**src/rtl/can_tx_scheduler_if.sv**
```systemverilog
// Engine-side handshake between the scheduler and the byte-serial CAN transmit engine.
// Ports: eng_data (byte to engine), eng_tx_req (one-cycle pulse), eng_tx_done (level from engine).
interface can_tx_scheduler_if #(
    parameter int DATA_W = 8
);
    logic [DATA_W-1:0] eng_data;
    logic              eng_tx_req;
    logic              eng_tx_done;

    modport master (
        output eng_data,
        output eng_tx_req,
        input  eng_tx_done
    );

    modport slave (
        input  eng_data,
        input  eng_tx_req,
        output eng_tx_done
    );
endinterface

```
**src/rtl/can_tx_scheduler.sv**
```systemverilog
// Shares one byte-serial CAN transmit engine between NUM_REQ requesters.
// Ports: clk, reset (sync, active-high); req/req_data from requesters; ack/err one-cycle
// pulses per requester; grant_id, busy; timeout_flag (sticky) with err_clr; eng = engine
// handshake (master). Optional macro CAN_SCHED_ROUND_ROBIN_EN selects round-robin
// arbitration instead of fixed lowest-index priority.
module can_tx_scheduler #(
    parameter int NUM_REQ     = 4,
    parameter int DATA_W      = 8,
    parameter int TIMEOUT_CYC = 64,
    localparam int IDX_W      = (NUM_REQ > 2) ? $clog2(NUM_REQ) : 1
) (
    input  logic                      clk,
    input  logic                      reset,
    input  logic [NUM_REQ-1:0]        req,
    input  logic [NUM_REQ*DATA_W-1:0] req_data,
    output logic [NUM_REQ-1:0]        ack,
    output logic [NUM_REQ-1:0]        err,
    output logic [IDX_W-1:0]          grant_id,
    output logic                      busy,
    output logic                      timeout_flag,
    input  logic                      err_clr,
    can_tx_scheduler_if.master        eng
);
    typedef enum logic [2:0] {
        S_IDLE,
        S_LAUNCH,
        S_WAIT,
        S_ACK,
        S_ERR
    } state_t;

    state_t              state_q;
    logic [NUM_REQ-1:0]  ack_q;
    logic [NUM_REQ-1:0]  err_q;
    logic [IDX_W-1:0]    grant_id_q;
    logic                busy_q;
    logic [DATA_W-1:0]   eng_data_q;
    logic                eng_tx_req_q;
    logic                tflag_q;
    logic                done_q;
    logic [15:0]         tmo_cnt_q;
    logic                done_rise;
    logic [IDX_W-1:0]    win;

    // Only a fresh rising edge of tx_done counts; a level left over from
    // the previous transfer is already captured in done_q.
    assign done_rise = eng.eng_tx_done & ~done_q;

`ifdef CAN_SCHED_ROUND_ROBIN_EN
    logic [IDX_W-1:0] rr_ptr_q;
    logic [IDX_W:0]   idx;

    // Walk downward so the closest set bit at/after rr_ptr is written last.
    always_comb begin
        win = '0;
        idx = '0;
        for (int k = NUM_REQ - 1; k >= 0; k--) begin
            idx = {1'b0, rr_ptr_q} + (IDX_W+1)'(k);
            if (idx >= (IDX_W+1)'(NUM_REQ)) begin
                idx = idx - (IDX_W+1)'(NUM_REQ);
            end
            if (req[idx[IDX_W-1:0]]) begin
                win = idx[IDX_W-1:0];
            end
        end
    end
`else
    always_comb begin
        win = '0;
        for (int k = NUM_REQ - 1; k >= 0; k--) begin
            if (req[IDX_W'(k)]) begin
                win = IDX_W'(k);
            end
        end
    end
`endif

    always_ff @(posedge clk) begin
        if (reset) begin
            state_q      <= S_IDLE;
            ack_q        <= '0;
            err_q        <= '0;
            grant_id_q   <= '0;
            busy_q       <= 1'b0;
            eng_data_q   <= '0;
            eng_tx_req_q <= 1'b0;
            tflag_q      <= 1'b0;
            done_q       <= 1'b0;
            tmo_cnt_q    <= '0;
`ifdef CAN_SCHED_ROUND_ROBIN_EN
            rr_ptr_q     <= '0;
`endif
        end else begin
            done_q <= eng.eng_tx_done;
            // A set in the ERR transition below overrides this clear.
            if (err_clr) begin
                tflag_q <= 1'b0;
            end
            unique case (state_q)
                S_IDLE: begin
                    if (|req) begin
                        grant_id_q   <= win;
                        eng_data_q   <= req_data[int'(win)*DATA_W +: DATA_W];
                        busy_q       <= 1'b1;
                        eng_tx_req_q <= 1'b1;
                        state_q      <= S_LAUNCH;
                    end
                end
                S_LAUNCH: begin
                    eng_tx_req_q <= 1'b0;
                    tmo_cnt_q    <= '0;
                    state_q      <= S_WAIT;
                end
                S_WAIT: begin
                    if (done_rise) begin
                        ack_q   <= NUM_REQ'(1) << grant_id_q;
                        state_q <= S_ACK;
                    end else if (tmo_cnt_q == 16'(TIMEOUT_CYC - 1)) begin
                        err_q   <= NUM_REQ'(1) << grant_id_q;
                        tflag_q <= 1'b1;
                        state_q <= S_ERR;
                    end else begin
                        tmo_cnt_q <= tmo_cnt_q + 16'd1;
                    end
                end
                S_ACK, S_ERR: begin
                    ack_q   <= '0;
                    err_q   <= '0;
                    busy_q  <= 1'b0;
                    state_q <= S_IDLE;
`ifdef CAN_SCHED_ROUND_ROBIN_EN
                    rr_ptr_q <= (grant_id_q == IDX_W'(NUM_REQ - 1)) ?
                                '0 : grant_id_q + 1'b1;
`endif
                end
                default: begin
                    state_q <= S_IDLE;
                end
            endcase
        end
    end

    assign ack            = ack_q;
    assign err            = err_q;
    assign grant_id       = grant_id_q;
    assign busy           = busy_q;
    assign timeout_flag   = tflag_q;
    assign eng.eng_data   = eng_data_q;
    assign eng.eng_tx_req = eng_tx_req_q;
endmodule

```
**src/flat_wrapper.sv**
```systemverilog
// flat-port wrapper written by rule: the top's interface ports become plain ports
module can_tx_scheduler_flat 
#(
    parameter int NUM_REQ     = 4,
    parameter int DATA_W      = 8,
    parameter int TIMEOUT_CYC = 64,
    localparam int IDX_W      = (NUM_REQ > 2) ? $clog2(NUM_REQ) : 1
)
  (clk, reset, req, req_data, ack, err, grant_id, busy, timeout_flag, err_clr, eng_eng_data, eng_eng_tx_req, eng_eng_tx_done);
  can_tx_scheduler_if #(.DATA_W(DATA_W)) eng_i ();
  input  logic clk;
  input  logic reset;
  input  logic [NUM_REQ-1:0] req;
  input  logic [NUM_REQ*DATA_W-1:0] req_data;
  output logic [NUM_REQ-1:0] ack;
  output logic [NUM_REQ-1:0] err;
  output logic [IDX_W-1:0] grant_id;
  output logic busy;
  output logic timeout_flag;
  input  logic err_clr;
  output wire logic [$bits(eng_i.eng_data)-1:0] eng_eng_data;
  output wire logic [$bits(eng_i.eng_tx_req)-1:0] eng_eng_tx_req;
  input wire logic [$bits(eng_i.eng_tx_done)-1:0] eng_eng_tx_done;
  assign eng_eng_data = eng_i.eng_data;
  assign eng_eng_tx_req = eng_i.eng_tx_req;
  assign eng_i.eng_tx_done = eng_eng_tx_done;
  can_tx_scheduler #(.NUM_REQ(NUM_REQ), .DATA_W(DATA_W), .TIMEOUT_CYC(TIMEOUT_CYC)) u_core (.clk(clk), .reset(reset), .req(req), .req_data(req_data), .ack(ack), .err(err), .grant_id(grant_id), .busy(busy), .timeout_flag(timeout_flag), .err_clr(err_clr), .eng(eng_i));
endmodule
```
**config.mk**
```make
export PLATFORM = sky130hd
export DESIGN_NAME = can_tx_scheduler_flat
export DESIGN_NICKNAME = d
export VERILOG_FILES = /design/src/rtl/can_tx_scheduler_if.sv /design/src/rtl/can_tx_scheduler.sv /design/src/flat_wrapper.sv
export SDC_FILE = /design/constraint.sdc
export NUM_CORES = 1
export LEC_CHECK = 0
export ABC_AREA = 1
export CAP_MARGIN = 5
export CORE_MARGIN = 2
export CORE_UTILIZATION = 46
export CTS_CLUSTER_SIZE = 25
export DETAILED_ROUTE_END_ITERATION = 6
export MAX_ROUTING_LAYER = met4
export PLACE_DENSITY = 0.8
export SLEW_MARGIN = 20
export SYNTH_ARGS = -nofsm -noshare
export SYNTH_HDL_FRONTEND = slang
export SYNTH_SLANG_ARGS = --single-unit
```
**constraint.sdc**
```tcl
create_clock -name clk -period 2.01 [get_ports clk]
set_input_delay 0.201 -clock clk [delete_from_list [all_inputs] [get_ports clk]]
set_output_delay 0.201 -clock clk [all_outputs]
set_load 0.02 [all_outputs]
```
==> results.py <==
metrics = {
    "outcome": {
        "result_of_the_run": "complete, no violations",
    },
    "cts": {
        "insertion_delay_ns": 0.30,
        "cts_setup_buffers": 0,
        "postCtsHoldBufs": 0,
        "cts_root_buffer": "sky130_fd_sc_hd__clkbuf_8",
        "tritoncts": "built",
        "cts.path.max_buffers": 2,
        "total_of_cells_resized_after_clock_tree_synthesis": 0,
        "path_clk_slew_ns": 0.07,
        "htree_levels": 2,
        "clock_sinks": 36,
        "cts_made_buffers": 5,
    },
    "logic_synthesis": {
        "synth-adder-area-share_pct": 0.657,
        "synth_area_per_inst_um2": 6.48,
        "syn-cell-area_um2": 1910,
        "post_synth_inst_count": 294,
        "yosys.area_share.simple_pct": 38.4,
        "yosys_warnings": 0,
        "share_of_the_synthesized_netlist_area_taken_by_xor_and_xnor_gates_pct": 0,
        "yosys.cell_types.count": 26,
        "ys_ff_latch": 36,
        "area_fraction_in_compound_gates_after_synthesis_pct": 12.7,
        "synth.yosys.seq_area_share_pct": 37.8,
        "synth_top_family_by_area": "simple AND/OR/NAND/NOR gates",
        "synth.area.mux_share_pct": 0,
    },
    "sta": {
        "highest_clock_rate_mhz": 604,
        "total_negative_slack_ns": 0,
        "final_max_slew_viol_count": 0,
        "rsz0062_at_grt": "false",
        "timing.slew.headroom_pct": 62.8,
        "final_skew_ns": 0.00898,
        "tightest_slew_ns": 0.557,
        "setup_viol": 0,
        "final_worst_path_cycle_share_pct": 82.4,
        "hold_viol_final": 0,
        "final.min_clock_period_ns": 1.66,
        "fin_hold_ws_ns": 0.440,
    },
    "detailed_routing": {
        "route.final.wire_length_mm": 4.13,
        "detail_route.first_pass.iterations": 4,
        "drc": 0,
        "wire_per_inst_um": 10.8,
        "detail-route-antenna-nets": 0,
        "via_per_inst": 4.99,
        "drt-initial-drc-count": 149,
        "via_count": 1911,
    },
    "power_and_ir_drop": {
        "p_switching_uw": 646,
        "share_of_total_power_in_the_clock_network_pct": 27.9,
        "p_seq_share_pct": 43.1,
        "power_density_nw_per_um2": 791,
        "power.combinational.fraction_pct": 29.0,
        "p_int_uw": 1230,
        "leakage_uw": 0.000956,
        "ir_worst_vdd_uv": 638,
        "sw_frac_of_total_pct": 34.4,
    },
    "placed_design": {
        "gpl.final_weighted_congestion": 0.884,
        "port_buffers": 39,
        "post-dp-hpwl_mm": 2.98,
    },
    "run": {
        "timing.max_cap.violations": 0,
    },
    "global_route": {
        "grt_first_pass_wirelength_mm": 6.96,
        "grt.total_usage_pct": 20.6,
        "grt_start_max_net_pins": 26,
        "first_global_vias": 1684,
        "grt.overflow.total": 0,
        "antenna_found_initial": 0,
    },
    "setup_path": {
        "cp-end-kind": "flip-flop",
        "critical_path_class": "flip-flop to flip-flop",
        "critical_path_peak_fanout": 25,
        "crit_required_ns": 2.24,
        "crit_path_max_incr_delay_ns": 0.38,
        "worstPathCellList": "ha_1 > nand3_1 > nor2_2 > nand2_2 > nand2_4 > nand2_4 > nand2_1 > nand2_1 > nor2_1",
        "crit_arrival_ns": 1.88,
        "critical-path-slowest-cell": "sky130_fd_sc_hd__dfxtp_1",
        "startpoint_type": "flip-flop",
    },
    "worst_hold_path": {
        "worstHoldPathType": "input pin to flip-flop",
    },
    "floorplanning": {
        "die_h_um": 68.4,
        "pin_count": 61,
        "die_width_um": 68.4,
        "std_cell_rows": 23,
        "die_ar_um2": 4670,
        "core_area_um2": 4000,
        "initial_core_utilization_pct": 47.6,
    },
    "layout": {
        "num-nets-final": 373,
        "layout_commonest_cell": "sky130_fd_sc_hd__nand2_1",
        "layout_common_cells": "sky130_fd_sc_hd__nand2_1, sky130_fd_sc_hd__nor2_1, sky130_fd_sc_hd__clkdlybuf4s50_1, sky130_fd_sc_hd__dfxtp_1, sky130_fd_sc_hd__a21oi_1",
        "filler_cell_count": 393,
        "antenna-diode-count": 0,
        "syn_to_final_growth_pct": 24.8,
        "final_layout_size_suffix_gt1_share_pct": 7.81,
    },
}
==> layer usage <==
layer / track usage, % / vias to the layer above / wire (um)
li1: - / 1005 / -
met1: 23.9 / 844 / 1870
met2: 32.9 / 52 / 1900
met3: 6.91 / 10 / 287
met4: 8.00 / 0 / 74
met5: - / - / 0
==> through the flow <==
step                std cells  worst slack (ns)  util, %  instance area [um2]  total power (uW)
floorplan                 298             0.577        -                 1920              1210
global route              383             0.202     59.5                 2380              1990
detailed placement        375             0.381     57.2                 2290              1370
finish                    383             0.354     59.5                 2380              1880
CTS                       383             0.366     59.5                 2380              1900
global placement          375             0.421     57.2                 2290              1360
==> power by group through the flow <==
stage / Combinational, uW / Clock, uW / Sequential (uW)
after floorplan: 322 / 0 / 885
after global placement: 537 / 0 / 823
after detailed placement: 545 / 0 / 826
after CTS: 550 / 543 / 810
after global routing: 608 / 569 / 817
final: 545 / 525 / 810
==> flip-flops by register name, summed over array words and instances (netlist names) <==
register and flops:
u_core.tmo_cnt_q 16, u_core.eng.eng_data 8, u_core.state_q 3, u_core.ack 2
u_core.err 2, u_core.busy 1, u_core.done_q 1, u_core.eng.eng_tx_req 1
u_core.grant_id 1, u_core.timeout_flag 1
==> cell usage after synthesis <==
library cell / number / area share [%]
sky130_fd_sc_hd__nand2_1: 91 / 18
sky130_fd_sc_hd__nor3b_1: 1 / 0.39
sky130_fd_sc_hd__nor3_1: 2 / 0.53
sky130_fd_sc_hd__inv_1: 21 / 4.1
sky130_fd_sc_hd__nand3_1: 17 / 4.5
sky130_fd_sc_hd__nor2_4: 1 / 0.59
sky130_fd_sc_hd__clkinv_2: 1 / 0.26
sky130_fd_sc_hd__a31oi_1: 9 / 3.0
sky130_fd_sc_hd__buf_2: 2 / 0.53
sky130_fd_sc_hd__clkinv_1: 1 / 0.20
sky130_fd_sc_hd__nand3_2: 2 / 1.1
sky130_fd_sc_hd__buf_1: 1 / 0.20
sky130_fd_sc_hd__dfxtp_1: 36 / 38
sky130_fd_sc_hd__nand2_2: 6 / 2.0
sky130_fd_sc_hd__clkbuf_1: 2 / 0.39
sky130_fd_sc_hd__o21ai_0: 14 / 3.7
sky130_fd_sc_hd__nor2_2: 2 / 0.66
sky130_fd_sc_hd__conb_1: 1 / 0.20
sky130_fd_sc_hd__ha_1: 1 / 0.66
sky130_fd_sc_hd__nand4_1: 3 / 0.99
sky130_fd_sc_hd__nand2_4: 2 / 1.2
sky130_fd_sc_hd__inv_2: 2 / 0.39
sky130_fd_sc_hd__buf_6: 3 / 1.8
sky130_fd_sc_hd__nor2_1: 44 / 8.7
sky130_fd_sc_hd__buf_4: 6 / 2.4
sky130_fd_sc_hd__a21oi_1: 23 / 6.0
==> area by class of cell <==
type	count	area (um2)	share of cell area, %
repair buffers	41	405	17.0
inverters	25	95.1	4.00
flip-flops and latches	36	721	30.3
clock buffers	5	68.8	2.89
well taps	50	62.6	2.63
multi-input cells	223	1000	42.2
clock inverters	3	21.3	0.894
==> worst max-delay path, delay by kind of cell (launching register included) <==
kind,cells,cell delay (ns)
adders and majority gates,1,0.21
DFF,1,0.38
and+or+nand+nor,8,0.98
==> logic make-up after synthesis <==
group	Yosys count
adders and majority gates	1
buffers and inverters	39
other	1
AOI/OAI and AO/OA	46
and+or+nand+nor	171
DFF	36
==> path summary, 6_finish.rpt <==
kind                                          from                                 to  slack (ns)  cells past startpoint
setup / recovery  u_core.tmo_cnt_q[0]$_SDFFE_PP0P_  u_core.tmo_cnt_q[13]$_SDFFE_PP0P_        0.35                      9
hold / removal                     eng_eng_tx_done           u_core.done_q$_SDFF_PP0_        0.44                      3
setup reg to reg  u_core.tmo_cnt_q[0]$_SDFFE_PP0P_  u_core.tmo_cnt_q[13]$_SDFFE_PP0P_        0.35                      9
hold reg to reg     u_core.timeout_flag$_SDFF_PP0_     u_core.timeout_flag$_SDFF_PP0_        0.46                      2
No activity file was read; power rests on OpenSTA's default activity.
